`src/rtl/mem_arb_pkg.sv`:
```
// rtl/mem_arb_pkg.sv - shared types and width defaults for the unified memory arbiter
package mem_arb_pkg;

    typedef enum logic [1:0] {
        IDLE = 2'd0,
        REQ  = 2'd1,
        RESP = 2'd2
    } arb_state_t;

    typedef enum logic [1:0] {
        OWN_NONE = 2'd0,
        OWN_I    = 2'd1,
        OWN_D    = 2'd2
    } arb_owner_t;

    localparam int AW_DEF         = 32;
    localparam int DW_DEF         = 32;
    localparam int STARVE_MAX_DEF = 4;
    localparam int STARVE_W       = 4;

endpackage

```
`src/rtl/arb_priority_sel.sv`:
```
// rtl/arb_priority_sel.sv - data-first grant decision with a fetch starvation counter
module arb_priority_sel
    import mem_arb_pkg::*;
#(
    parameter int STARVE_MAX = STARVE_MAX_DEF
) (
    input  logic clk,
    input  logic reset,
    input  logic i_arb_en,
    input  logic i_fetch_req,
    input  logic i_data_req,
    output logic o_grant_i,
    output logic o_grant_d
);

    localparam logic [STARVE_W-1:0] STARVE_LIMIT = STARVE_W'(STARVE_MAX);

    logic [STARVE_W-1:0] r_starve_cnt;
    logic                w_force_i;

    // Once fetch has lost STARVE_MAX arbitrations in a row it wins the next one.
    always_comb begin
        w_force_i = (r_starve_cnt == STARVE_LIMIT);
        o_grant_d = i_arb_en && i_data_req && !(i_fetch_req && w_force_i);
        o_grant_i = i_arb_en && i_fetch_req && (!i_data_req || w_force_i);
    end

    always_ff @(posedge clk) begin
        if (!reset) begin
            r_starve_cnt <= '0;
        end else if (i_arb_en) begin
            if (o_grant_i || !i_fetch_req) begin
                r_starve_cnt <= '0;
            end else if (o_grant_d && (r_starve_cnt != STARVE_LIMIT)) begin
                r_starve_cnt <= r_starve_cnt + STARVE_W'(1);
            end
        end
    end

    a_starve_bound: assert property (@(posedge clk) disable iff (!reset)
        r_starve_cnt <= STARVE_LIMIT);

endmodule

```
`src/rtl/unified_mem_arbiter.sv`:
```
// rtl/unified_mem_arbiter.sv - shares one single-ported memory between fetch and data requesters
module unified_mem_arbiter
    import mem_arb_pkg::*;
#(
    parameter int AW         = AW_DEF,
    parameter int DW         = DW_DEF,
    parameter int STARVE_MAX = STARVE_MAX_DEF
) (
    input  logic          clk,
    input  logic          reset,
    input  logic          i_req,
    input  logic [AW-1:0] i_addr,
    output logic          i_ack,
    output logic [DW-1:0] i_rdata,
    input  logic          d_req,
    input  logic          d_we,
    input  logic [AW-1:0] d_addr,
    input  logic [DW-1:0] d_wdata,
    output logic          d_ack,
    output logic [DW-1:0] d_rdata,
    output logic          mem_req,
    output logic          mem_we,
    output logic [AW-1:0] mem_addr,
    output logic [DW-1:0] mem_wdata,
    input  logic          mem_ready,
    input  logic          mem_rvalid,
    input  logic [DW-1:0] mem_rdata,
    output logic          busy
);

    arb_state_t    r_state;
    arb_state_t    w_next_state;
    arb_owner_t    r_owner;
    logic          r_we;
    logic [AW-1:0] r_addr;
    logic [DW-1:0] r_wdata;
    logic          r_i_ack;
    logic          r_d_ack;
    logic [DW-1:0] r_i_rdata;
    logic [DW-1:0] r_d_rdata;

    logic w_arb_en;
    logic w_grant_i;
    logic w_grant_d;
    logic w_accept;
    logic w_read_done;

    arb_priority_sel #(
        .STARVE_MAX (STARVE_MAX)
    ) u_sel (
        .clk         (clk),
        .reset       (reset),
        .i_arb_en    (w_arb_en),
        .i_fetch_req (i_req),
        .i_data_req  (d_req),
        .o_grant_i   (w_grant_i),
        .o_grant_d   (w_grant_d)
    );

    always_ff @(posedge clk) begin
        if (!reset) begin
            r_state <= IDLE;
        end else begin
            r_state <= w_next_state;
        end
    end

    always_comb begin
        w_next_state = r_state;
        w_arb_en     = 1'b0;
        w_accept     = 1'b0;
        w_read_done  = 1'b0;
        mem_req      = 1'b0;
        mem_we       = 1'b0;
        mem_addr     = '0;
        mem_wdata    = '0;
        case (r_state)
            IDLE: begin
                w_arb_en = 1'b1;
                if (w_grant_i || w_grant_d) begin
                    w_next_state = REQ;
                end
            end
            REQ: begin
                mem_req   = 1'b1;
                mem_we    = r_we;
                mem_addr  = r_addr;
                mem_wdata = r_wdata;
                if (mem_ready) begin
                    w_accept     = 1'b1;
                    w_next_state = r_we ? IDLE : RESP;
                end
            end
            RESP: begin
                // Only reachable after acceptance, so a same-cycle rvalid is never seen here.
                if (mem_rvalid) begin
                    w_read_done  = 1'b1;
                    w_next_state = IDLE;
                end
            end
            default: begin
                w_next_state = IDLE;
            end
        endcase
    end

    // Owner fields are captured at grant so requester changes mid-transaction are ignored.
    always_ff @(posedge clk) begin
        if (!reset) begin
            r_owner   <= OWN_NONE;
            r_we      <= 1'b0;
            r_addr    <= '0;
            r_wdata   <= '0;
            r_i_ack   <= 1'b0;
            r_d_ack   <= 1'b0;
            r_i_rdata <= '0;
            r_d_rdata <= '0;
        end else begin
            r_i_ack <= 1'b0;
            r_d_ack <= 1'b0;
            if (w_grant_d) begin
                r_owner <= OWN_D;
                r_we    <= d_we;
                r_addr  <= d_addr;
                r_wdata <= d_wdata;
            end else if (w_grant_i) begin
                r_owner <= OWN_I;
                r_we    <= 1'b0;
                r_addr  <= i_addr;
                r_wdata <= '0;
            end
            if (w_accept && r_we) begin
                r_d_ack <= 1'b1;
                r_owner <= OWN_NONE;
            end
            if (w_read_done) begin
                r_owner <= OWN_NONE;
                if (r_owner == OWN_D) begin
                    r_d_ack   <= 1'b1;
                    r_d_rdata <= mem_rdata;
                end else if (r_owner == OWN_I) begin
                    r_i_ack   <= 1'b1;
                    r_i_rdata <= mem_rdata;
                end
            end
        end
    end

    assign i_ack   = r_i_ack;
    assign d_ack   = r_d_ack;
    assign i_rdata = r_i_rdata;
    assign d_rdata = r_d_rdata;
    assign busy    = (r_state != IDLE);

    a_ack_exclusive: assert property (@(posedge clk) disable iff (!reset)
        !(i_ack && d_ack));

    a_mem_req_in_req: assert property (@(posedge clk) disable iff (!reset)
        mem_req |-> (r_state == REQ));

    a_no_rvalid_at_accept: assert property (@(posedge clk) disable iff (!reset)
        (mem_req && mem_ready) |-> !mem_rvalid);

endmodule

```
`config.mk`:
```
export PLATFORM = sky130hd
export DESIGN_NAME = unified_mem_arbiter
export DESIGN_NICKNAME = d
export VERILOG_FILES = /design/src/rtl/mem_arb_pkg.sv /design/src/rtl/arb_priority_sel.sv /design/src/rtl/unified_mem_arbiter.sv
export SDC_FILE = /design/constraint.sdc
export NUM_CORES = 1
export LEC_CHECK = 0
export ABC_CLOCK_PERIOD_IN_PS = 1900
export CORE_UTILIZATION = 55
export CTS_BUF_LIST = sky130_fd_sc_hd__clkbuf_8
export DETAILED_ROUTE_END_ITERATION = 8
export DONT_BUFFER_PORTS = 1
export GPL_TIMING_DRIVEN = 0
export PLACE_DENSITY = 0.7
export REMOVE_ABC_BUFFERS = 1
export SLEW_MARGIN = 20
export SYNTH_ARGS = -nofsm -noshare
export SYNTH_HDL_FRONTEND = slang
export SYNTH_SLANG_ARGS = --single-unit
```
`constraint.sdc`:
```
create_clock -name clk -period 1.9 [get_ports clk]
set_input_delay 0.38 -clock clk [delete_from_list [all_inputs] [get_ports clk]]
set_output_delay 0.38 -clock clk [all_outputs]
set_load 0.02 [all_outputs]
```
==> impl_results.md <==
- DP Wirelength: around 11 mm
- Worst-skew pair later-pin latency: approximately 0.45 ns
- Post-Synth Adder-Cell Area: 0.391%
- Pleak: approximately 0.0028 uW
- Drt pass-1 iters: 5
- I/O Buffers: 0
- Setup TNS: -5.81 ns
- Clock Skews: approximately 0.0085 ns
- Synth Area in Simple Gates: ~21%
- Final WS setup: -0.153 ns
- Worst-Margin Slew: between 0.8 and 0.9 ns
- Vias per cell: ~6.5
- Clock buffer depth: 2
- Placed Area: roughly 6500 um2
- Run status: complete, but fails checks
- Root buffer cell: clkbuf_8
- Yosys Warn Count: 0
- Core area: 11400 um2
- Synth Area per Inst: between 8 and 9 um2
- CTS tree: built
- Overflow after GRT: 0
- Failing checks: negative setup slack
- Placed Instances: between 800 and 900
- Crit path launch type: flip-flop
- Largest family of logic cells by synthesized area: compound AO/OA/AOI/OAI gates
- Vias in the first global route: 5169
- Chip Height: approximately 110 um
- Final setup fails: slightly below 70
- Top cell type's share of synthesized area: 43.4%
- Most frequent cells in the layout: dfxtp_1 (137), a21oi_1 (102), nand3_1 (100), o21ai_0 (70), and2_4 (53)
- Cell Rows: 39
- Crit Path Max Fanout: 19
- CP Class: flip-flop to output pin
- Fin nets: 866
- GP Congestion: about 0.73
- RSZ-0062 raised after global routing: yes
- WL/cell: 20.8 um
- Post-route ant nets: 0
- Area share of xor/xnor cells in the synthesized design: 0%
- I/O pin count: about 270
- Flops & latches, synth: 139
- Share of layout cells above drive strength 1: about a fifth
- DIE WIDTH: 110 um
- Initial Util: 56.4%
- Min Tclk post-route: about 2 ns
- Top post-synthesis cells by area: dfxtp_1 (43%), a21oi_1 (8.0%), nand3_1 (7.8%)
- Final Max Slew Viols: 0
- Max rail drop VDD: approximately 0.55 mV
- P per Cell Area: between 900 and 1000 nW/um2
- Worst slack at placement: -0.193 ns
- Yosys cell types: 37
- F_max: roughly 490 MHz
- Gr usage total: ~29%
- Max-cap violations: 0
- CP Data Required Time: between 1.5 and 2 ns
- Commonest non-fill, non-tap cell in the layout: dfxtp_1
- Syn Std Cell Area: 6410 um2
- Post-route insts no fill: ~900
- Initial antenna violation count: 1
- Die area: ~12000 um2
- CTS buffer count: 17
- Clock-pin slew on the worst setup and hold paths: approximately 0.08 ns
- WL final: approximately 18 mm
- Critical Path Sink Type: output pin
- First-pass GRT wire length: ~26 mm
- Multiplexer share of the synthesized area: 0%
- Post-Layout Inst Area: about 7300 um2
- H-tree levels: 4
- Largest net degree at the start of global routing: 106
- Leading area contributor after synthesis: dfxtp_1
- Post-synthesis sequential area ratio: 43.4%
- Arrival @ worst endpoint: about 1.7 ns
- Hold_ws: between 0.05 and 0.06 ns
- CTS sink count: between 100 and 150
- Final Hold Fails: 0
- Final period util: 108%
- Slew headroom: between 40% and 50%
- Mapped Cells: between 700 and 800
- Drt drc: 0
- Worst Hold Class: input port to flip-flop
- Compound-Gate Fraction of Synth Area: between 20% and 30%
- DR iter-0 viols: between 500 and 600
- Layout area overhead: 14.7%
- Via count: around 5700
==> kinds of logic after synthesis <==
kind of cell             Yosys count
AO/OA/AOI/OAI                    302
AND/OR/NAND/NOR                  228
flip-flops                       139
buffers and inverters             94
adder cells (fa/ha/maj)            2
==> critical path, stage by stage, from the launching register on <==
cell and delay, ns:
dfxtp_4 0.36, and2b_4 0.44, buf_16 0.19, and2_2 0.22
==> power breakdown <==
group / total (uW) / internal (uW) / switching (uW)
logic: 1100 / 463 / 632
clock network: 2850 / 1700 / 1140
registers: 3140 / 3060 / 84.7
total: 7080 / 5220 / 1860
==> final cells by class <==
| cell class | instances | area (um2) |
|---|---|---|
| clock inverter | 11 | 189 |
| clock buffer | 21 | 289 |
| multi-input combinational | 537 | 3450 |
| sequential | 139 | 2790 |
| antenna | 2 | 5.00 |
| tap | 143 | 179 |
| fill | 951 | 4020 |
| timing repair buffer | 28 | 414 |
| inverter | 6 | 35.0 |
==> metrics by stage <==
step                power [uW]  utilization (%)
floorplan                 3820                -
global placement          4000             54.3
detailed placement        4120             56.9
CTS                       7050             63.7
global route              7350             64.6
finish                    7080             64.6
==> Yosys cell counts (all sizes together) <==
cell and n:
a211o 1, a21boi 32, a21oi 103, a31oi 3, and2 66, and2b 1
and3 32, and3b 1, and4b 1, buf 25, clkbuf 63, clkinv 1
dfxtp 139, ha 2, inv 5, nand2 6, nand2b 4, nand3 100
nand3b 2, nand4 3, nand4b 4, nor2 3, nor2b 2, nor3 1
nor3b 2, o21ai 99, o21bai 32, o311a 32
==> worst paths after layout <==
| kind | start | to | slack (ns) | cells after the start |
|---|---|---|---|---|
| worst min register to register | r_wdata[17] | r_wdata[17] | 0.48 | 2 |
| worst min-delay path | reset | r_addr[1] | 0.05 | 1 |
| worst max-delay path | r_state[1] | mem_addr[26] | -0.15 | 3 |
| worst max register to register | r_state[1] | d_rdata[13] | -0.01 | 6 |
==> layer usage <==
| layer | vias to the layer above | global-route usage (%) | routed length [um] |
|---|---|---|---|
| li1 | 2694 | - | - |
| met1 | 2694 | 30.6 | 6710 |
| met3 | 36 | 11.9 | 2150 |
| met5 | - | 0 | 0 |
| met2 | 325 | 48.4 | 9160 |
| met4 | 0 | 13.4 | 460 |
==> state kept, by name, summed over array words and instances (netlist names) <==
name	count
d_rdata	32
r_state	2
i_rdata	32
r_we	1
i_ack	1
u_sel.r_starve_cnt	4
d_ack	1
r_addr	32
r_wdata	32
r_owner	2
==> repair_timing <==
action,4_1_cts,5_1_grt
hold buffers,0,0
buffers inserted,9,4
gates resized for setup,129,41
pin swaps,35,23
cloned,6,1
setup endpoints to repair,161,112
No activity file was read; power rests on OpenSTA's default activity.
